File: src/rtl/ecc_20_wr_enc_if.sv
// Upstream word handshake and memory write port of the ECC write encoder.
interface ecc_20_wr_enc_if #(parameter int ADDR_WIDTH = 4);
   logic                  in_valid;
   logic                  in_ready;
   logic [19:0]           in_data;
   logic                  bypass;
   logic                  mem_full;
   logic                  mem_we;
   logic [ADDR_WIDTH-1:0] mem_waddr;
   logic [19:0]           mem_wdata;
   logic [5:0]            mem_wparity;

   modport master (
      output in_valid, in_data, bypass, mem_full,
      input  in_ready, mem_we, mem_waddr, mem_wdata, mem_wparity
   );

   modport slave (
      input  in_valid, in_data, bypass, mem_full,
      output in_ready, mem_we, mem_waddr, mem_wdata, mem_wparity
   );
endinterface

File: src/rtl/ecc_20_wr_enc.sv
// 20-bit ECC write encoder: one output stage, sequential write address,
// armed single/double bit error injection into the stored codeword.
module ecc_20_wr_enc #(
   parameter int ADDR_WIDTH = 4,
   parameter int CNT_WIDTH  = 16
) (
   input  logic                 clk,
   input  logic                 rst_n,
   ecc_20_wr_enc_if.slave       bus,
   input  logic                 inj_sbit,
   input  logic                 inj_dbit,
   input  logic [4:0]           inj_pos,
   output logic                 inj_done,
   output logic [CNT_WIDTH-1:0] wr_cnt
);
   typedef enum logic [1:0] {IDLE, ARM_S, ARM_D} inj_state_t;

   inj_state_t            state;
   logic [4:0]            arm_pos;
   logic                  s_valid;
   logic                  s_inj;
   logic [25:0]           s_cw;
   logic [ADDR_WIDTH-1:0] waddr;

   logic        accept, write;
   logic        use_inj, use_dbl;
   logic [4:0]  use_pos;
   logic [25:0] flip, clean_cw;

   function automatic logic [5:0] calc_par(input logic [19:0] d);
      logic [5:0] p;
      p[0] = d[0]^d[1]^d[3]^d[4]^d[6]^d[8]^d[10]^d[11]^d[13]^d[15]^d[17]^d[19];
      p[1] = d[0]^d[2]^d[3]^d[5]^d[6]^d[9]^d[10]^d[12]^d[13]^d[16]^d[17];
      p[2] = d[1]^d[2]^d[3]^d[7]^d[8]^d[9]^d[10]^d[14]^d[15]^d[16]^d[17];
      p[3] = d[4]^d[5]^d[6]^d[7]^d[8]^d[9]^d[10]^d[18]^d[19];
      p[4] = ^d[19:11];
      p[5] = d[0]^d[1]^d[2]^d[4]^d[5]^d[7]^d[10]^d[11]^d[12]^d[14]^d[17]^d[18];
      return p;
   endfunction

   assign bus.in_ready = !s_valid || !bus.mem_full;
   assign accept       = bus.in_valid && bus.in_ready;
   assign write        = s_valid && !bus.mem_full;

   assign bus.mem_we      = write;
   assign bus.mem_waddr   = waddr;
   assign bus.mem_wdata   = s_cw[19:0];
   assign bus.mem_wparity = s_cw[25:20];
   assign inj_done        = write && s_inj;

   // Parity is taken from the clean payload; the flip mask is applied afterwards.
   assign clean_cw = {(bus.bypass ? 6'b000000 : calc_par(bus.in_data)), bus.in_data};

   // An arm request in the accepting cycle takes effect on that very word.
   always_comb begin
      use_inj = 1'b1;
      use_dbl = inj_dbit;
      use_pos = inj_pos;
      if (!(inj_sbit || inj_dbit)) begin
         use_inj = (state != IDLE);
         use_dbl = (state == ARM_D);
         use_pos = arm_pos;
      end
      flip = '0;
      if (use_inj && (use_pos < 5'd26)) begin
         flip[use_pos] = 1'b1;
         if (use_dbl) flip[(use_pos == 5'd25) ? 5'd0 : use_pos + 5'd1] = 1'b1;
      end
   end

   always_ff @(posedge clk or negedge rst_n) begin
      if (!rst_n) begin
         s_valid <= 1'b0;
         s_inj   <= 1'b0;
         s_cw    <= '0;
         waddr   <= '0;
         wr_cnt  <= '0;
      end else begin
         if (accept) begin
            s_valid <= 1'b1;
            s_cw    <= clean_cw ^ flip;
            s_inj   <= use_inj;
         end else if (write) begin
            s_valid <= 1'b0;
         end
         if (write) begin
            waddr  <= waddr + 1'b1;
            wr_cnt <= wr_cnt + 1'b1;
         end
      end
   end

   always_ff @(posedge clk or negedge rst_n) begin
      if (!rst_n) begin
         state   <= IDLE;
         arm_pos <= '0;
      end else if (accept) begin
         state <= IDLE;
      end else if (inj_dbit) begin
         state   <= ARM_D;
         arm_pos <= inj_pos;
      end else if (inj_sbit) begin
         state   <= ARM_S;
         arm_pos <= inj_pos;
      end
   end
endmodule

File: src/flat_wrapper.sv
// flat-port wrapper written by rule: the top's interface ports become plain ports
module ecc_20_wr_enc_flat 
#(
   parameter int ADDR_WIDTH = 4,
   parameter int CNT_WIDTH  = 16
)
  (clk, rst_n, inj_sbit, inj_dbit, inj_pos, inj_done, wr_cnt, bus_in_valid, bus_in_data, bus_bypass, bus_mem_full, bus_in_ready, bus_mem_we, bus_mem_waddr, bus_mem_wdata, bus_mem_wparity);
  ecc_20_wr_enc_if #(.ADDR_WIDTH(ADDR_WIDTH)) bus_i ();
  input  logic clk;
  input  logic rst_n;
  input  logic inj_sbit;
  input  logic inj_dbit;
  input  logic [4:0] inj_pos;
  output logic inj_done;
  output logic [CNT_WIDTH-1:0] wr_cnt;
  input wire logic [$bits(bus_i.in_valid)-1:0] bus_in_valid;
  input wire logic [$bits(bus_i.in_data)-1:0] bus_in_data;
  input wire logic [$bits(bus_i.bypass)-1:0] bus_bypass;
  input wire logic [$bits(bus_i.mem_full)-1:0] bus_mem_full;
  output wire logic [$bits(bus_i.in_ready)-1:0] bus_in_ready;
  output wire logic [$bits(bus_i.mem_we)-1:0] bus_mem_we;
  output wire logic [$bits(bus_i.mem_waddr)-1:0] bus_mem_waddr;
  output wire logic [$bits(bus_i.mem_wdata)-1:0] bus_mem_wdata;
  output wire logic [$bits(bus_i.mem_wparity)-1:0] bus_mem_wparity;
  assign bus_i.in_valid = bus_in_valid;
  assign bus_i.in_data = bus_in_data;
  assign bus_i.bypass = bus_bypass;
  assign bus_i.mem_full = bus_mem_full;
  assign bus_in_ready = bus_i.in_ready;
  assign bus_mem_we = bus_i.mem_we;
  assign bus_mem_waddr = bus_i.mem_waddr;
  assign bus_mem_wdata = bus_i.mem_wdata;
  assign bus_mem_wparity = bus_i.mem_wparity;
  ecc_20_wr_enc #(.ADDR_WIDTH(ADDR_WIDTH), .CNT_WIDTH(CNT_WIDTH)) u_core (.clk(clk), .rst_n(rst_n), .bus(bus_i), .inj_sbit(inj_sbit), .inj_dbit(inj_dbit), .inj_pos(inj_pos), .inj_done(inj_done), .wr_cnt(wr_cnt));
endmodule
File: config.mk
export PLATFORM = sky130hd
export DESIGN_NAME = ecc_20_wr_enc_flat
export DESIGN_NICKNAME = d
export VERILOG_FILES = /design/src/rtl/ecc_20_wr_enc_if.sv /design/src/rtl/ecc_20_wr_enc.sv /design/src/flat_wrapper.sv
export SDC_FILE = /design/constraint.sdc
export NUM_CORES = 1
export LEC_CHECK = 0
export ABC_AREA = 1
export ABC_CLOCK_PERIOD_IN_PS = 2550
export CAP_MARGIN = 15
export CELL_PAD_IN_SITES_DETAIL_PLACEMENT = 1
export CELL_PAD_IN_SITES_GLOBAL_PLACEMENT = 2
export CORE_ASPECT_RATIO = 0.9
export CORE_MARGIN = 3
export CORE_UTILIZATION = 28
export CTS_CLUSTER_DIAMETER = 80
export DETAILED_ROUTE_END_ITERATION = 10
export PLACE_DENSITY = 0.79
export SKIP_CTS_REPAIR_TIMING = 1
export SLEW_MARGIN = 20
export SYNTH_ARGS = -nofsm -noshare
export SYNTH_HDL_FRONTEND = slang
export SYNTH_SLANG_ARGS = --single-unit
File: constraint.sdc
create_clock -name clk -period 2.55 [get_ports clk]
set_clock_uncertainty 0.1 [all_clocks]
set_input_delay 0.255 -clock clk [delete_from_list [all_inputs] [get_ports clk]]
set_output_delay 0.255 -clock clk [all_outputs]
set_load 0.05 [all_outputs]
* Word-level counts from Yosys, hierarchy flattened
Index checks and enable logic that the tools add are counted.
Cells by class: add/sub/neg operators 3, $mul 0, div/mod/pow operators 0, $lt $le $gt $ge 5, eq/ne operators 2, shift-type cells 0, muxes and demuxes 18, bitwise logic cells 52, reductions and logical operators 16
Operator list (count):
- 2-to-1 mux 26 bit | 2
- XOR 1 bit | 49
- bitwise OR 26 bit | 1
- XOR 26 bit | 1
- 2-to-1 mux 5 bit | 4
- adder 16 x 1 -> 16 bit (second input constant) | 1
- less-than comparator 5 x 6 -> 1 bit (second input constant) | 2
- demux 1 bit (select 5 bit) | 2
- greater-or-equal comparator 5 x 1 -> 1 bit (second input constant) | 2
- parity 9 bit | 1
- logical AND 1 bit | 6
- 2-to-1 mux 1 bit | 6
- 2-to-1 mux 2 bit | 3
- 2-to-1 mux 6 bit | 1
- nonzero test 2 bit | 3
- adder 5 x 1 -> 5 bit (second input constant) | 1
- equality test 5 bit (second input constant) | 1
- less-than comparator 5 bit (second input constant) | 1
- adder 4 x 1 -> 4 bit (second input constant) | 1
- nonzero test 3 bit | 1
- equality test 2 bit (second input constant) | 1
- zero test 1 bit | 2
- logical OR 1 bit | 2
- AND reduction 2 bit | 1
- NOT 1 bit | 1
Word-level totals: flip-flop bits (word level) 55, latch bits 0, memory bits (writable) 0, memory bits (read-only) 0, input port bits 32, logic and storage cells 103, memories 0

* Depth between registers and ports, before layout
Gate-level depths: netlist (run 1).
depth after elaboration 13, mapped depth 17

* Worst setup path before layout (run 1)
Ideal clock, no wire load.
kind register to register, start point register u_core.wr_cnt[0], end point register u_core.wr_cnt[14], library setup time 0.126 ns, arrival 2.009 ns, data required time 2.324 ns, path slack 0.315 ns, stages on the path, launching flop included 8, clock period less this slack 2.235 ns, cells stage by stage dfrtp_1 > ha_1 > nand4_1 > nor3_1 > nand3_1 > nor3_1 > nand4_1 > xor2_1
Between the ends: cells in the longest elaborated chain, start to end 1
RTL lines:
- from (decl) | line ecc_20_wr_enc.sv:14 | output logic [CNT_WIDTH-1:0] wr_cnt
- from (signal assigned) | line ecc_20_wr_enc.sv:88 | wr_cnt <= wr_cnt + 1'b1;
- adder 16 x 1 -> 16 bit | line ecc_20_wr_enc.sv:88
Every way passes these cells. A chain may end at the register's enable or synchronous reset.

* Final worst setup path (run 1)
start point input inj_pos[1], end point register u_core.s_cw[4]
Between the ends: cells in the longest elaborated chain, start to end 11, elaborated cells on any way between the ends 20
RTL lines:
- from (decl) | line flat_wrapper.sv:13 | input logic [4:0] inj_pos;
- 2-to-1 mux 5 bit * | line ecc_20_wr_enc.sv:59 | if (!(inj_sbit || inj_dbit)) begin
- adder 5 x 1 -> 5 bit or equality test 5 bit (tied branches) | line ecc_20_wr_enc.sv:67 | if (use_dbl) flip[(use_pos == 5'd25) ? 5'd0 : use_pos + 5'd1] = 1'b1;
- 2-to-1 mux 5 bit | line ecc_20_wr_enc.sv:67
- less-than comparator 5 x 6 -> 1 bit (implied by the code) or greater-or-equal comparator 5 x 1 -> 1 bit (tied branches) | line ecc_20_wr_enc.sv:67
- logical AND 1 bit (implied by the code) | line ecc_20_wr_enc.sv:67
- 2-to-1 mux 1 bit | line ecc_20_wr_enc.sv:67
- demux 1 bit (select 5 bit)
- bitwise OR 26 bit (no source line)
- 2-to-1 mux 26 bit | line ecc_20_wr_enc.sv:67
- 2-to-1 mux 26 bit * | line ecc_20_wr_enc.sv:65 | if (use_inj && (use_pos < 5'd26)) begin
- XOR 26 bit * | line ecc_20_wr_enc.sv:81 | s_cw <= clean_cw ^ flip;
- to (signal assigned) | line ecc_20_wr_enc.sv:81
- to (decl) | line ecc_20_wr_enc.sv:22 | logic [25:0] s_cw;
Every way passes the cells marked *; elsewhere a longest branch is shown, timed or not.

==> key figures, run 1 <==
Outcome
  • Status: completed

Synth
  • Largest family of logic cells by synthesized area: simple AND/OR/NAND/NOR gates
  • Distinct cells, synth: 29
  • Seq/Total Area, Yosys: 33.85%
  • Ys async rst share: between 90% and 100%
  • Mapped Nets: 651
  • EDFF count, synth: 0
  • Post-synthesis mux area share: 0.5538%
  • Synth Area in XOR/XNOR: 10.98%
  • Synth Flop Type: dfrtp_1
  • Post-synthesis compound-gate area fraction: 2.215%
  • Post-Synthesis Cells: approximately 600
  • Synth Area in Adders: approximately 2.2%
  • Ys Warns: 0
  • Yosys reg bits: 55
  • Area share of and/or/nand/nor cells after synthesis: 41.14%
  • Post-Syn Area per Cell: about 6.6 um2
  • Post-synthesis instance area: 4066 um2

Place
  • I/O Buffers: 80
  • Global placer's final weighted congestion: between 0.8 and 0.9
  • Detailed Place HPWL: around 11000 um

Critical path
  • Endpoint class of the critical path: register
  • R2R cell count: 15
  • Reg2Reg Launch Point: u_core.arm_pos[1]$_DFFE_PN0P_
  • Critical path class: in -> reg
  • Crit path top cell by count: nand2_1
  • Critical Path Source Type: input pin
  • Setup slack, reg-to-reg: 0.26 ns
  • Max stage delay cell, worst path: clkdlybuf4s50_1
  • CP required: roughly 2.7 ns
  • Reg-to-Reg End: u_core.s_cw[4]$_DFFE_PN0P_
  • Crit path max fanout: 5
  • CP peak stage delay: 0.47 ns
  • Arr. time, crit path: 2.51 ns
  • Critical-path cell list: clkdlybuf4s50_1, inv_1, o21ai_4, inv_2, ha_2, buf_4, nand3_1, nor2_1, nor2_4, nand2_1, nor2_4, nand2_1, nand2_1, nand2_1, nand2_1, nand3_1, nand2_1

Clock tree
  • Cts bufs inserted: 5
  • CTS tree: yes
  • Reg clk slew, reported paths: 0.07 ns
  • Worst-case clock buffer depth: 2
  • Root Driver: clkbuf_16
  • Clock sinks: 55
  • Worst-Skew Late Latency: 0.31 ns
  • Number of H-tree levels: 2

Floorplanning
  • Starting Density: between 20% and 30%
  • Die height: roughly 120 um
  • Row cnt: 41
  • Die area: 16010 um2
  • CORE AREA: approximately 14000 um2
  • DIE WIDTH: 133.0 um
  • I/O Pins: 81

STA
  • Final period utilization: between 90% and 100%
  • Endpoints failing setup: 0
  • Slew margin rel.: between 60% and 70%
  • Setup tns final: 0 ns
  • Worst-Margin Slew: about 0.55 ns
  • Pins over their slew limit: 0
  • Final min period: 2.362 ns
  • RSZ-0062 raised after global routing: no
  • Hold violation count in the final report: 0
  • Highest Clock Rate: between 400 and 500 MHz

Drt
  • Antenna-violating nets left: 0
  • Vias/cell: 4.598
  • # DRC: 0
  • Total Wirelength: between 10000 and 15000 um
  • Per-cell routed wire length: 14.92 um
  • Via Count: roughly 4300
  • Iteration-0 DRC Markers: around 180
  • Initial DRT Pass Iterations: 4

Cells and area
  • Area Growth Syn to Fin: 40.80%
  • Layout Nets: 778
  • Multi-input logic area: 2376 um2
  • Antenna diodes: 0
  • Fillers: 1792
  • Register area: between 1000 and 1500 um2
  • Share of layout cells above drive strength 1: 14.05%

Global routing
  • GRT overflow: 0
  • Initial antenna violation count: 0
  • Total track usage: 17.86%
  • Vias in the first global route: 4377
  • First-pass GRT wire length: 22710 um
  • Largest net degree at the start of global routing: 39

Power
  • Total power draw: 3.864 mW
  • Pwr/cell area: 674.8 nW/um2
  • Static leakage: 2.978 nW
  • Worst vdd rail ir drop: between 0.3 and 0.4 mV

Flow run
  • Max-cap viol count: 0

Min path
  • Hold crit path type: in -> async
## power breakdown
part | switching, mW | internal [mW]
registers | 0.154 | 1.05
logic | 1.24 | 0.673
clock network | 0.359 | 0.395
## cell type report
type,count,share of cell area (%)
sequential,55,24.04
clock buffer,6,2.426
clock inverter,2,0.2841
tap,193,4.218
multi-input combinational,461,41.50
inverter,78,5.114
timing repair buffer,138,22.42
## synth_stat cells, types with 3 or more instances
cell / count / area share, %
inv_2: 8 / 0.74
o21bai_1: 4 / 0.74
nand4_1: 8 / 1.2
inv_1: 69 / 6.4
o21ai_1: 3 / 0.37
dfrtp_1: 55 / 34
or2_2: 4 / 0.62
xor2_1: 24 / 5.2
buf_2: 8 / 0.98
nor2_4: 4 / 1.1
nand3_1: 81 / 10
ha_1: 7 / 2.2
nor3_1: 4 / 0.49
clkbuf_1: 10 / 0.92
o21ai_0: 5 / 0.62
nand2_2: 5 / 0.77
nand2_1: 243 / 22
nor2_1: 28 / 2.6
xnor2_1: 27 / 5.8
nor2_2: 3 / 0.46
## layout by cell type (no fill, tap or decap), types with 2 or more instances in the layout
cell / netlist / final
nand2_1: 243 / 242
nand3_1: 81 / 81
clkdlybuf4s50_1: 0 / 75
inv_1: 69 / 69
buf_4: 0 / 55
dfrtp_1: 55 / 55
nor2_1: 28 / 27
xnor2_1: 27 / 27
xor2_1: 24 / 24
inv_2: 8 / 8
nand4_1: 8 / 8
nor2_4: 4 / 6
nand2_2: 5 / 6
o21ai_0: 5 / 5
ha_1: 7 / 5
clkbuf_16: 0 / 5
or2_2: 4 / 4
nor3_1: 4 / 4
buf_12: 0 / 4
o21ai_1: 3 / 3
o21bai_1: 4 / 3
nor2_2: 3 / 2
nand3_2: 2 / 2
mux2_2: 2 / 2
nor4_1: 2 / 2
dlymetal6s2s_1: 0 / 2
## worst max path at each step
stage / startpoint / end / depth (start not counted) / slack (ns)
floorplan: u_core.wr_cnt[0]$_DFFE_PN0P_ / u_core.wr_cnt[14]$_DFFE_PN0P_ / 7 / 0.31
global placement: inj_sbit / u_core.s_cw[4]$_DFFE_PN0P_ / 15 / -0.32
detailed placement: inj_sbit / u_core.s_cw[4]$_DFFE_PN0P_ / 18 / -0.40
CTS: inj_sbit / u_core.s_cw[4]$_DFFE_PN0P_ / 16 / -0.09
global route: inj_pos[1] / u_core.s_cw[4]$_DFFE_PN0P_ / 17 / 0.03
finish: inj_pos[1] / u_core.s_cw[4]$_DFFE_PN0P_ / 17 / 0.19
## sequential cells by signal, summed over array words and instances, names as in the netlist
| signal | flops |
|---|---|
| u_core.s_inj | 1 |
| u_core.wr_cnt | 16 |
| u_core.bus.mem_waddr | 4 |
| u_core.state | 2 |
| u_core.arm_pos | 5 |
| u_core.s_cw | 26 |
| u_core.s_valid | 1 |
## kinds of logic after synthesis
group / after synthesis
xor gates and xnor gates: 51
and+or+nand+nor: 386
DFF: 55
adders and majority gates: 7
buffers and inverters: 96
AOI/OAI and AO/OA: 15
muxes: 2
## critical path: cells and delay by family
| kind | cells | cell delay, ns |
|---|---|---|
| buf+inv | 4 | 0.74 |
| simple gates | 11 | 1.05 |
| compound gates | 1 | 0.24 |
| fa+ha+maj | 1 | 0.21 |
## per-layer routing
| metal | track usage (%) | routed length, um | vias up |
|---|---|---|---|
| li1 | - | - | 2132 |
| met1 | 24.90 | 6988 | 2069 |
| met2 | 29.09 | 6326 | 81 |
| met3 | 2.829 | 440 | 8 |
| met4 | 4.286 | 170 | 0 |
| met5 | 0 | 0 | - |
## metrics by stage
| stage | hold WS, ns | setup slack, ns | area, um2 | cells | util [%] |
|---|---|---|---|---|---|
| floorplan | -0.1406 | 0.3147 | 4066 | 612 | - |
| global placement | 0.1207 | -0.3170 | 5499 | 922 | 38.98 |
| detailed placement | 0.1314 | -0.4011 | 5499 | 922 | 38.98 |
| CTS | -0.2002 | -0.08918 | 5654 | 930 | 40.08 |
| global route | 0.3937 | 0.03032 | 5725 | 933 | 40.59 |
| finish | 0.3380 | 0.1881 | 5725 | 933 | 40.59 |
(Power assumes the default switching activity.)
==> run 2, diff against run 1 <==
Settings changed: ABC_AREA 1 to default, CORE_UTILIZATION 28 to 31.
==> key figures, run 2 <==
Synth
  • Post-synthesis instance area: 4165 um2 (+2.4%)
  • Post-synth top area cell: dfrtp_1
  • Post-synth top cells: nand2_1 (61), dfrtp_1 (55), xnor2_1 (55), nor2_1 (36)
  • Mapped Nets: 519 (-20%)
  • EDFF count, synth: 0 (unchanged)
  • Synth Flop Type: dfrtp_1
  • Post-Synthesis Cells: 480 (-22%)
  • Ys async rst share: 100.0% (unchanged)
  • Ys Warns: 0 (unchanged)
  • Most common cell in the synthesized netlist: nand2_1
  • Distinct cells, synth: 71 (+140%)
  • Yosys reg bits: 55 (unchanged)
  • Area share of the largest cell type after synthesis: 33.04% (-0.80 points)
  • Post-Syn Area per Cell: 8.678 um2 (+31%)
  • Seq/Total Area, Yosys: 33.04% (-0.80 points)
  • Ranking of synthesized cells by area: dfrtp_1 (33%), xnor2_1 (12%), nand2_1 (5.5%)

STA
  • Highest Clock Rate: 368.0 MHz (-13%)
  • WHS: -0.01237 ns (-0.3504 ns)
  • Worst setup margin: -0.1673 ns (-0.3554 ns)
  • Final period utilization: 106.6% (+14 points)
  • Setup tns final: -0.8080 ns (-0.8080 ns)
  • RSZ-0062 raised after global routing: yes
  • Worst-Margin Slew: 0.7836 ns (+0.2370 ns)
  • Slew margin rel.: 47.76% (-16 points)
  • Final min period: 2.717 ns (+0.3554 ns)
  • Endpoints failing setup: 13 (+13)
  • Hold violation count in the final report: 6 (+6)
  • Pins over their slew limit: 0 (unchanged)

Floorplanning
  • Starting Density: 32.21% (+3.4 points)
  • Die height: 116.0 um (-3.6%)
  • DIE WIDTH: 128.2 um (-3.6%)
  • CORE AREA: 12930 um2 (-8.3%)
  • I/O Pins: 81 (unchanged)
  • Row cnt: 39 (-4.9%)
  • Die area: 14870 um2 (-7.1%)

Cells and area
  • Top Registers: u_core.s_cw x26, u_core.wr_cnt x16, u_core.arm_pos x5
  • Most frequent cells in the layout: buf_4 (90), clkdlybuf4s50_1 (74), nand2_1 (58), xnor2_1 (55), dfrtp_1 (54)
  • Largest Register: u_core.s_cw
  • Share of layout cells above drive strength 1: 25.47% (+11 points)
  • Antenna diodes: 0 (unchanged)
  • Final Cell Area: 6180 um2 (+7.9%)
  • Layout Nets: 674 (-13%)
  • Commonest non-fill, non-tap cell in the layout: buf_4
  • Area Growth Syn to Fin: 48.36%
  • Max FFs per register: 26 (unchanged)
  • Final std cells w/o fill: 800 (-14%)

Critical path
  • Critical Path Source Type: register
  • Critical path class: reg -> reg
  • Launch point of the critical path: u_core.arm_pos[0]$_DFFE_PN0P_
  • CP required: 2.68 ns (about the same)
  • Arr. time, crit path: 2.85 ns (+0.34 ns)
  • Endpoint class of the critical path: register
  • Crit path max fanout: 4 (-1)
  • Reg2Reg Launch Point: u_core.arm_pos[0]$_DFFE_PN0P_

Place
  • Global placer's final weighted congestion: 0.8653 (+3.6%)
  • Inst Count DP: 783 (-15%)
  • Detailed Place HPWL: 12320 um (+8.9%)
  • Post-DP Area: 5714 um2 (+3.9%)
  • I/O Buffers: 80 (unchanged)

Drt
  • # DRC: 0 (unchanged)
  • Iteration-0 DRC Markers: 269 (+49%)
  • Via Count: 4420 (+3.0%)
  • Vias/cell: 5.525 (+20%)
  • Initial DRT Pass Iterations: 4 (unchanged)
  • Per-cell routed wire length: 19.86 um (+33%)
  • Antenna-violating nets left: 0 (unchanged)
  • Total Wirelength: 15880 um (+14%)

Power
  • Worst vdd rail ir drop: 0.2884 mV (-26%)
  • Total power draw: 4.081 mW (+5.6%)
  • Pwr/cell area: 660.4 nW/um2 (-2.1%)
  • Static leakage: 2.458 nW (-17%)

Clock tree
  • CTS tree: yes
  • Reg clk slew, reported paths: 0.09 ns (+0.02 ns)
  • Cts bufs inserted: 5 (unchanged)
  • Root Driver: clkbuf_16
  • Worst-Skew Late Latency: 0.32 ns (about the same)
  • Number of H-tree levels: 2 (unchanged)
  • Worst-case clock buffer depth: 2 (unchanged)
  • Clock sinks: 55 (unchanged)

Global routing
  • Initial antenna violation count: 0 (unchanged)
  • First-pass GRT wire length: 24840 um (+9.4%)
  • Vias in the first global route: 4638 (+6.0%)
  • Largest net degree at the start of global routing: 56 (+44%)
  • Total track usage: 21.19% (+3.3 points)
  • GRT overflow: 0 (unchanged)

Outcome
  • Status: finished with violations
  • Failing checks: hold timing, setup timing

Flow run
  • Max-cap viol count: 0 (unchanged)

Min path
  • Hold crit path type: in -> async
-- run 2: final timing paths --
check	to	slack, ns	cells past startpoint
worst max-delay path	u_core.s_cw[16]$_DFFE_PN0P_	-0.17	10
worst min-delay path	u_core.wr_cnt[3]$_DFFE_PN0P_	-0.01	2
worst max register to register	u_core.s_cw[16]$_DFFE_PN0P_	-0.17	10
worst min register to register	u_core.bus.mem_waddr[3]$_DFFE_PN0P_	0.38	1
max in group asynchronous	u_core.arm_pos[2]$_DFFE_PN0P_	1.81	2
min in group clk	u_core.arm_pos[0]$_DFFE_PN0P_	0.23	3
-- run 2: logic make-up (layout without fill, tap and decap cells) --
logic type                 after synthesis  in the layout  share of synthesized area [%]
adders and majority gates                7              7                          2.103
muxes                                    9              9                          2.343
xor gates and xnor gates                74             74                          15.56
DFF                                     55             55                          33.04
buffers and inverters                   36            192                          4.175
AOI/OAI and AO/OA                      112            112                          19.71
and+or+nand+nor                        187            187                          23.07
-- run 2: area by class of cell --
class,count,area (um2)
inverter,9,33.78
tap,164,205.2
timing repair buffer,175,1555
multi-input combinational,389,2849
clock inverter,3,33.78
sequential,55,1378
fill,1513,6751
clock buffer,5,125.1
-- run 2: critical path, cell delays in order (launching register included) --
cell and delay, ns:
dfrtp_1 0.37, nor3b_4 0.22, nor2_2 0.06, inv_2 0.08, ha_4 0.14, or4b_4 0.47
o22a_4 0.28, a21oi_4 0.24, a32oi_1 0.17, or3_1 0.33, a31oi_1 0.16
-- run 2: where the power goes --
part	switching, mW	internal (mW)
clock	0.394	0.382
combinational	1.28	0.824
sequential	0.156	1.05
-- run 2: metal layers --
metal  up-vias  global-route usage, %  share of wire, %
met1      2230                  28.94                46
met3        12                  3.779               5.5
met4         0                  4.668              0.92
met5         -                      0                 0
met2       114                  35.20                48
li1       2064                      -                 -
-- run 2: through the flow --
step                hold slack, ns  setup WS, ns  util [%]
floorplan                  -0.1406       -0.1321         -
global placement            0.3520       -0.5905     44.19
detailed placement          0.3676       -0.7982     44.19
CTS                        0.03041       -0.4767     45.42
global route               0.06180       -0.2580     47.79
finish                    -0.01237       -0.1673     47.79
==> run 3, diff against run 2 <==
--- a/config.mk
+++ b/config.mk
@@ -13,7 +13,8 @@
 export CORE_MARGIN = 3
 export CORE_UTILIZATION = 31
-export CTS_CLUSTER_DIAMETER = 80
+export CTS_CLUSTER_DIAMETER = 40
 export DETAILED_ROUTE_END_ITERATION = 10
 export PLACE_DENSITY = 0.79
+export REMOVE_ABC_BUFFERS = 1
 export SKIP_CTS_REPAIR_TIMING = 1
 export SLEW_MARGIN = 20
--- a/constraint.sdc
+++ b/constraint.sdc
@@ -3,3 +3,3 @@
 set_input_delay 0.255 -clock clk [delete_from_list [all_inputs] [get_ports clk]]
 set_output_delay 0.255 -clock clk [all_outputs]
-set_load 0.05 [all_outputs]
+set_load 0.01 [all_outputs]
==> key figures, run 3 (synthesis gave the netlist of run 2 again) <==
Outcome
  • Status: finished with violations
  • Failing checks: setup timing

Clock tree
  • Cts bufs inserted: 5 (unchanged)
  • Clock sinks: 55 (unchanged)
  • CTS tree: yes
  • Root Driver: clkbuf_16
  • Worst-case clock buffer depth: 2 (unchanged)
  • Reg clk slew, reported paths: 0.08 ns (about the same)
  • Worst-Skew Late Latency: 0.31 ns (about the same)
  • Number of H-tree levels: 2 (unchanged)

Critical path
  • CP required: 2.69 ns (about the same)
  • Critical Path Source Type: register
  • Critical path class: reg -> reg
  • Endpoint class of the critical path: register
  • Max stage delay cell, worst path: or4b_4
  • CP peak stage delay: 0.49 ns (+0.02 ns)
  • Arr. time, crit path: 2.83 ns (-0.02 ns)
  • Crit path max fanout: 5 (+1)
  • Critical-path cell list: nor3b_4, nor2_2, inv_2, ha_4, or4b_4, o22a_4, a21oi_4, a32oi_2, or3_1, a31oi_1
  • Setup slack, reg-to-reg: -0.15 ns (+0.02 ns)

STA
  • Final min period: 2.697 ns (-0.01985 ns)
  • Pins over their slew limit: 0 (unchanged)
  • WHS: 0.2441 ns (+0.2565 ns)
  • RSZ-0062 raised after global routing: yes
  • Slew margin rel.: 50.82% (+3.1 points)
  • Hold violation count in the final report: 0 (-6)
  • Endpoints failing setup: 15 (+2)
  • Worst-Margin Slew: 0.7377 ns (-0.04594 ns)
  • Final period utilization: 105.8% (-0.78 points)
  • Highest Clock Rate: 370.7 MHz (+0.74%)
  • Worst setup margin: -0.1474 ns (+0.01985 ns)

Global routing
  • Met1 global-route usage: 29.08% (+0.14 points)
  • Met3 usage: 2.581% (-1.2 points)
  • GRT Max-Usage Layer: met2
  • Vias in the first global route: 4625 (-0.28%)
  • Initial antenna violation count: 0 (unchanged)
  • Total track usage: 21.43% (+0.23 points)
  • First-pass GRT wire length: 25190 um (+1.4%)
  • Met2 usage: 36.65% (+1.5 points)
  • Largest net degree at the start of global routing: 31 (-45%)
  • GRT overflow: 0 (unchanged)

Place
  • Detailed Place HPWL: 12330 um (about the same)
  • I/O Buffers: 80 (unchanged)
  • Global placer's final weighted congestion: 0.9296 (+7.4%)
  • Post-DP Area: 5894 um2 (+3.2%)

Drt
  • Total Wirelength: 16030 um (+0.94%)
  • Vias/cell: 5.432 (-1.7%)
  • Iteration-0 DRC Markers: 220 (-18%)
  • Initial DRT Pass Iterations: 4 (unchanged)
  • # DRC: 0 (unchanged)
  • Per-cell routed wire length: 19.36 um (-2.5%)
  • Antenna-violating nets left: 0 (unchanged)
  • Via Count: 4498 (+1.8%)

Power
  • Pwr/cell area: 581.6 nW/um2 (-12%)
  • Worst vdd rail ir drop: 0.3015 mV (+4.5%)
  • Static leakage: 2.579 nW (+4.9%)

Cells and area
  • Area Growth Syn to Fin: 52.18%
  • Most frequent cells in the layout: buf_4 (119), clkdlybuf4s50_1 (76), nand2_1 (60), xnor2_1 (55), dfrtp_1 (55)
  • Antenna diodes: 0 (unchanged)
  • Max FFs per register: 26 (unchanged)
  • Largest Register: u_core.s_cw
  • Top Registers: u_core.s_cw x26, u_core.wr_cnt x16, u_core.arm_pos x5
  • Final Cell Area: 6339 um2 (+2.6%)
  • Share of layout cells above drive strength 1: 26.66% (+1.2 points)
  • Commonest non-fill, non-tap cell in the layout: buf_4
  • Fillers: 1497 (-1.1%)
  • Layout Nets: 702 (+4.2%)

Floorplanning
  • CORE AREA: 12930 um2 (unchanged)
  • DIE WIDTH: 128.2 um (unchanged)
  • Die height: 116.0 um (unchanged)
  • Row cnt: 39 (unchanged)
  • Die area: 14870 um2 (unchanged)
  • I/O Pins: 81 (unchanged)
  • Starting Density: 32.21% (unchanged)

Flow run
  • Max-cap viol count: 0 (unchanged)

Min path
  • Hold crit path type: in -> reg
run 3: changes by cell type in the layout (fill, tap and decap cells not counted), sizes merged:
cell and change:
clkdlybuf4s50 +2, inv -1, clkbuf +1, dlygate4sd3 +1
buf +25, bufinv +1, clkinv -1
run 3: worst max-delay path, delay by kind of cell (launching register included):
family	cells	cell delay, ns
AND/OR/NAND/NOR	4	1.14
adder cells (fa/ha/maj)	1	0.13
AO/OA/AOI/OAI	4	0.81
flip-flops	1	0.36
buffers and inverters	1	0.08
run 3: metrics by stage:
stage,power [mW],TNS [ns],cells,utilization [%],worst slack [ns]
6_report,3.687,-1.154,828,49.02,-0.1474
5_1_grt,3.907,-3.631,828,49.02,-0.2633
4_1_cts,3.639,-7.811,819,46.88,-0.4251
3_5_place_dp,2.784,-15.90,811,45.58,-0.7333
3_3_place_gp,2.731,-13.22,811,45.58,-0.5827
2_1_floorplan,1.900,-2.953,453,-,-0.4147
run 3: final timing paths:
path,startpoint,end,cells past startpoint
max,u_core.arm_pos[0]$_DFFE_PN0P_,u_core.s_cw[20]$_DFFE_PN0P_,10
max in group asynchronous,rst_n,u_core.wr_cnt[3]$_DFFE_PN0P_,3
max reg2reg,u_core.arm_pos[0]$_DFFE_PN0P_,u_core.s_cw[20]$_DFFE_PN0P_,10
min,inj_pos[0],u_core.arm_pos[0]$_DFFE_PN0P_,3
min in group asynchronous,rst_n,u_core.arm_pos[0]$_DFFE_PN0P_,2
min reg2reg,u_core.wr_cnt[15]$_DFFE_PN0P_,u_core.wr_cnt[15]$_DFFE_PN0P_,1
run 3: layer usage:
metal / share of wire, % / wire (um)
met1: 45 / 7227
met2: 48 / 7741
met3: 4.7 / 754
met4: 1.9 / 310
met5: 0 / 0
run 3: area by class of cell:
class | count | area (um2) | area share, %
multi-input cells | 389 | 2806 | 44.28
clock inverters | 2 | 38.79 | 0.6119
clock buffers | 6 | 128.9 | 2.033
flip-flops and latches | 55 | 1376 | 21.71
repair buffers | 203 | 1749 | 27.60
well taps | 164 | 205.2 | 3.237
inverters | 9 | 33.78 | 0.5330
run 3: power by group:
part / total [mW] / internal (mW) / switching, mW
Sequential: 1.21 / 1.05 / 0.160
Clock: 0.842 / 0.470 / 0.372
Combinational: 1.64 / 0.856 / 0.782
